$ cat src/rtl/pulse_accumulator.sv
// pulse_accumulator: counts p_in events (level or rising-edge mode), wraps at
// PERIOD with a one-cycle tc strobe, and raises a sticky irq plus a missed
// flag for terminal counts that arrive while irq is still pending.
// Optional capture register enabled by `define PULSE_ACCUMULATOR_CAPTURE_EN.
module pulse_accumulator #(
  parameter int unsigned WIDTH     = 16,
  parameter int unsigned PERIOD    = 16'hFFFF,
  parameter int unsigned EDGE_MODE = 0
) (
  input  logic             clock,
  input  logic             reset_n,
  input  logic             p_in,
  input  logic             enable,
  input  logic             load,
  input  logic             irq_ack,
`ifdef PULSE_ACCUMULATOR_CAPTURE_EN
  input  logic             capture,
  output logic [WIDTH-1:0] captured,
`endif
  output logic [WIDTH-1:0] count,
  output logic             tc,
  output logic             irq,
  output logic             missed
);

  localparam logic [WIDTH-1:0] PERIOD_W = WIDTH'(PERIOD);

  typedef enum logic {
    IDLE = 1'b0,
    PEND = 1'b1
  } irq_state_e;

  logic             p_prev_q, p_prev_d;
  logic [WIDTH-1:0] count_q, count_d;
  logic             tc_q, tc_d;
  logic             missed_q, missed_d;
  irq_state_e       state_q, state_d;
  logic             ev;
  logic             wrap;

  // Event detect; edge history follows p_in every cycle regardless of enable/load.
  always_comb begin
    p_prev_d = p_in;
    if (EDGE_MODE != 0) begin
      ev = p_in & ~p_prev_q & enable;
    end else begin
      ev = p_in & enable;
    end
  end

  // Counter next state: load has priority over events; wrap at PERIOD.
  always_comb begin
    count_d = count_q;
    wrap    = 1'b0;
    if (load) begin
      count_d = '0;
    end else if (ev) begin
      if (count_q == PERIOD_W) begin
        count_d = '0;
        wrap    = 1'b1;
      end else begin
        count_d = count_q + WIDTH'(1);
      end
    end
    tc_d = wrap;
  end

  // IRQ FSM: a wrap coinciding with an ack re-arms the request and clears missed.
  always_comb begin
    state_d  = state_q;
    missed_d = missed_q;
    case (state_q)
      IDLE: begin
        if (wrap) begin
          state_d = PEND;
        end
      end
      PEND: begin
        if (wrap && !irq_ack) begin
          missed_d = 1'b1;
        end else if (irq_ack && !wrap) begin
          state_d  = IDLE;
          missed_d = 1'b0;
        end else if (irq_ack && wrap) begin
          missed_d = 1'b0;
        end
      end
      default: begin
        state_d  = IDLE;
        missed_d = 1'b0;
      end
    endcase
  end

  // State registers.
  always_ff @(posedge clock or negedge reset_n) begin
    if (!reset_n) begin
      p_prev_q <= 1'b0;
      count_q  <= '0;
      tc_q     <= 1'b0;
      missed_q <= 1'b0;
      state_q  <= IDLE;
    end else begin
      p_prev_q <= p_prev_d;
      count_q  <= count_d;
      tc_q     <= tc_d;
      missed_q <= missed_d;
      state_q  <= state_d;
    end
  end

  assign count  = count_q;
  assign tc     = tc_q;
  assign irq    = (state_q == PEND);
  assign missed = missed_q;

`ifdef PULSE_ACCUMULATOR_CAPTURE_EN
  logic [WIDTH-1:0] captured_q, captured_d;

  // Capture samples the count as it stood before this edge's update.
  always_comb begin
    captured_d = captured_q;
    if (capture) begin
      captured_d = count_q;
    end
  end

  // Capture register.
  always_ff @(posedge clock or negedge reset_n) begin
    if (!reset_n) begin
      captured_q <= '0;
    end else begin
      captured_q <= captured_d;
    end
  end

  assign captured = captured_q;
`endif

endmodule

$ cat config.mk
export PLATFORM = sky130hd
export DESIGN_NAME = pulse_accumulator
export DESIGN_NICKNAME = d
export VERILOG_FILES = /design/src/rtl/pulse_accumulator.sv
export SDC_FILE = /design/constraint.sdc
export NUM_CORES = 1
export LEC_CHECK = 0
export ABC_CLOCK_PERIOD_IN_PS = 3050
export BUFFER_PORTS_ARGS = -buffer_cell sky130_fd_sc_hd__buf_2
export CORE_MARGIN = 1
export CORE_UTILIZATION = 40
export CTS_BUF_LIST = sky130_fd_sc_hd__clkbuf_4
export DETAILED_ROUTE_END_ITERATION = 10
export PLACE_DENSITY = 0.64
export SLEW_MARGIN = 20
export SYNTH_ARGS = -nofsm -noshare
export SYNTH_HDL_FRONTEND = slang
export SYNTH_SLANG_ARGS = --single-unit
$ cat constraint.sdc
create_clock -name clock -period 3.05 [get_ports clock]
set_input_delay 0.7625 -clock clock [delete_from_list [all_inputs] [get_ports clock]]
set_output_delay 0.7625 -clock clock [all_outputs]
set_load 0.02 [all_outputs]
==> results.py <==
metrics = {
    "route": {
        "vias": 905,
        "dr_wl_met2_mm": 1.10,
        "wl_met3_um": 79,
        "routedWlPerCell_um": 14.3,
        "routed_wl_mm": 2.30,
        "drc": 0,
        "drt-initial-drc-count": 13,
        "topRoutingLayerUsed": "met4",
        "ant_nets": 0,
        "m1WireLength_mm": 1.09,
        "firstDrtPassIters": 4,
        "vias_per_cell": 5.62,
    },
    "clock_tree": {
        "postCtsHoldBufs": 0,
        "cts_max_level": 1,
        "cts_tree": "built",
        "cts_resized": 0,
        "insertion_delay_ns": 0.30,
        "clockBufferDepth": 2,
        "cts.clk_slew.worst_paths_ns": 0.11,
        "postCtsSetupBuffers": 0,
        "clk_root_buffer_cell": "clkbuf_4",
        "cts-buffers-inserted": 3,
        "cts_sinks": 19,
    },
    "worst_setup_path": {
        "cp_max_fo": 10,
        "cp-end-kind": "flop",
        "critPathKind": "reg2reg",
        "cp.required_ns": 3.24,
        "cp.arrival_ns": 2.27,
        "start_kind": "flop",
    },
    "timing": {
        "finalHoldViolCount": 0,
        "fin_skew_ns": 0.00412,
        "finalCritPeriodShare_pct": 68.1,
        "whs_ns": 0.383,
        "max_slew.worst_pin.slew_ns": 0.669,
        "setup_viol": 0,
        "relSlewSlack_pct": 55.4,
        "fin_crit_ns": 2.08,
        "drv_slew": 0,
        "max_freq_mhz": 481,
        "rsz0062_at_grt": "false",
        "fin_tns_setup_ns": 0,
    },
    "logic_synthesis": {
        "yosys-top-cells-area": "dfrtp_1 47%, xnor2_1 7.8%, nor2_1 6.3%",
        "yosysTopAreaCellShare_pct": 47.2,
        "synth_fp_nets": 113,
        "synthCells": 106,
        "ys_seq_area_share_pct": 47.2,
        "synth_area_um2": 1010,
        "postSynthAreaPerCell_um2": 9.50,
        "ys_seq_elements": 19,
        "synth-warning-count": 0,
        "yosysUniqueCellTypes": 32,
        "synth_area_leader_cell": "dfrtp_1",
    },
    "floorplan": {
        "ios": 25,
        "die_area_um2": 2720,
        "rows": 17,
        "core_um2": 2300,
        "start_util_pct": 43.8,
        "fp.dieW_um": 52.2,
        "die_h_um": 52.2,
    },
    "cells_and_area": {
        "fin_nets": 141,
        "fin_util_pct": 51.7,
        "area_delta_synth_final_pct": 18.0,
        "fill_cells": 235,
        "final-instance-count-excl-fill": 161,
        "fin_area_um2": 1190,
        "antenna_cells": 0,
        "drive_above_1_share_pct": 24.1,
    },
    "placement": {
        "place_area_um2": 1160,
        "gp_congestion": 0.771,
        "portBuffers": 24,
        "dpl.hpwl_mm": 1.67,
        "dp.cells": 157,
    },
    "hold_path": {
        "hold_path.class": "in2async",
    },
    "power_and_ir_drop": {
        "vdd_drop_max_uv": 194,
        "powerDensity_nw_per_um2": 354,
        "p_leak_nw": 0.519,
    },
    "global_route": {
        "grt_max_degree": 20,
        "antenna_found_initial": 0,
        "gr-total-overflow": 0,
        "track_usage_pct": 19.1,
        "grt_first_pass_wirelength_mm": 3.77,
        "grt_pass1_vias": 835,
    },
    "run": {
        "drv_cap": 0,
    },
    "outcome": {
        "outcome": "completed",
    },
}
[synth_stat cells, drive strengths merged]
cell type / count
a211oi: 1
or3: 1
nand3: 5
dfrtp: 19
a21o: 1
or4b: 1
o21ai: 3
o41ai: 1
xnor2: 9
and3: 1
nor3: 4
nand2: 9
nor2b: 1
o21bai: 1
a41oi: 1
nor4: 5
xor2: 1
nor2: 17
or4: 2
inv: 5
clkbuf: 1
a311o: 1
nand4: 7
a32o: 1
a21oi: 5
nand2b: 1
ha: 1
nor3b: 1
[through the flow]
| step | power [mW] | setup WS, ns |
|---|---|---|
| final | 0.421 | 0.971 |
| after global routing | 0.444 | 0.828 |
| after CTS | 0.424 | 0.944 |
| after detailed placement | 0.286 | 0.844 |
| after global placement | 0.284 | 0.889 |
| after floorplan | 0.272 | 1.12 |
[cells by family after synthesis]
family	share of synthesized area [%]
AO/OA/AOI/OAI	11.4
XOR/XNOR	8.70
adder cells (fa/ha/maj)	1.24
buffers and inverters	2.24
flip-flops	47.2
AND/OR/NAND/NOR	29.2
[worst paths after layout]
| path | from | endpoint | slack, ns | cells after the start |
|---|---|---|---|---|
| worst max register to register | count[0] | count[8] | 0.97 | 5 |
| worst min register to register | irq | missed | 0.51 | 1 |
| max in group asynchronous | reset_n | count[7] | 2.37 | 1 |
| worst max-delay path | count[0] | count[8] | 0.97 | 5 |
| worst min-delay path | reset_n | count[1] | 0.38 | 1 |
| min in group clock | irq | missed | 0.51 | 1 |
[final cells by class]
cell class / instances / area [um^2] / share of cell area, %
inverters: 5 / 18.8 / 1.58
flip-flops and latches: 19 / 475 / 40.0
clock buffers: 4 / 30.0 / 2.53
multi-input cells: 81 / 509 / 42.8
repair buffers: 24 / 120 / 10.1
well taps: 28 / 35.0 / 2.95
[placed cells by master, fill, tap and decap left out, types with 2 or more instances in the layout]
cell type and count:
xnor2_1 9, nand4_1 7, or4_1 2, dfrtp_1 19
clkbuf_4 4, nor3_1 4, nand2_1 9, a21oi_1 4
o21ai_1 2, nand3_1 4, buf_2 24, nor4_1 4
inv_1 5, nor2_1 17
[flip-flops by register name, indices dropped and copies added (netlist names)]
register	count
count	16
irq	1
missed	1
tc	1
[report_power, final]
group / leakage [nW] / switching (mW) / internal (mW)
registers: 0.265 / 0.00172 / 0.253
logic: 0.236 / 0.0187 / 0.00706
clock network: 0.0184 / 0.0809 / 0.0598
total: 0.519 / 0.101 / 0.320
[critical path, stage by stage (launching register included)]
cell,delay [ns]
dfrtp_1,0.44
ha_1,0.29
nand4_1,0.19
or4_1,0.66
o21bai_4,0.30
nor2_1,0.10
[metal layers]
layer  GRT usage [%]  up-vias
met5               0        -
met4            5.26        0
met3            2.61        4
met2            29.7       24
met1            27.6      440
li1                -      437
Note: power is estimated with default switching activity, not from simulation.
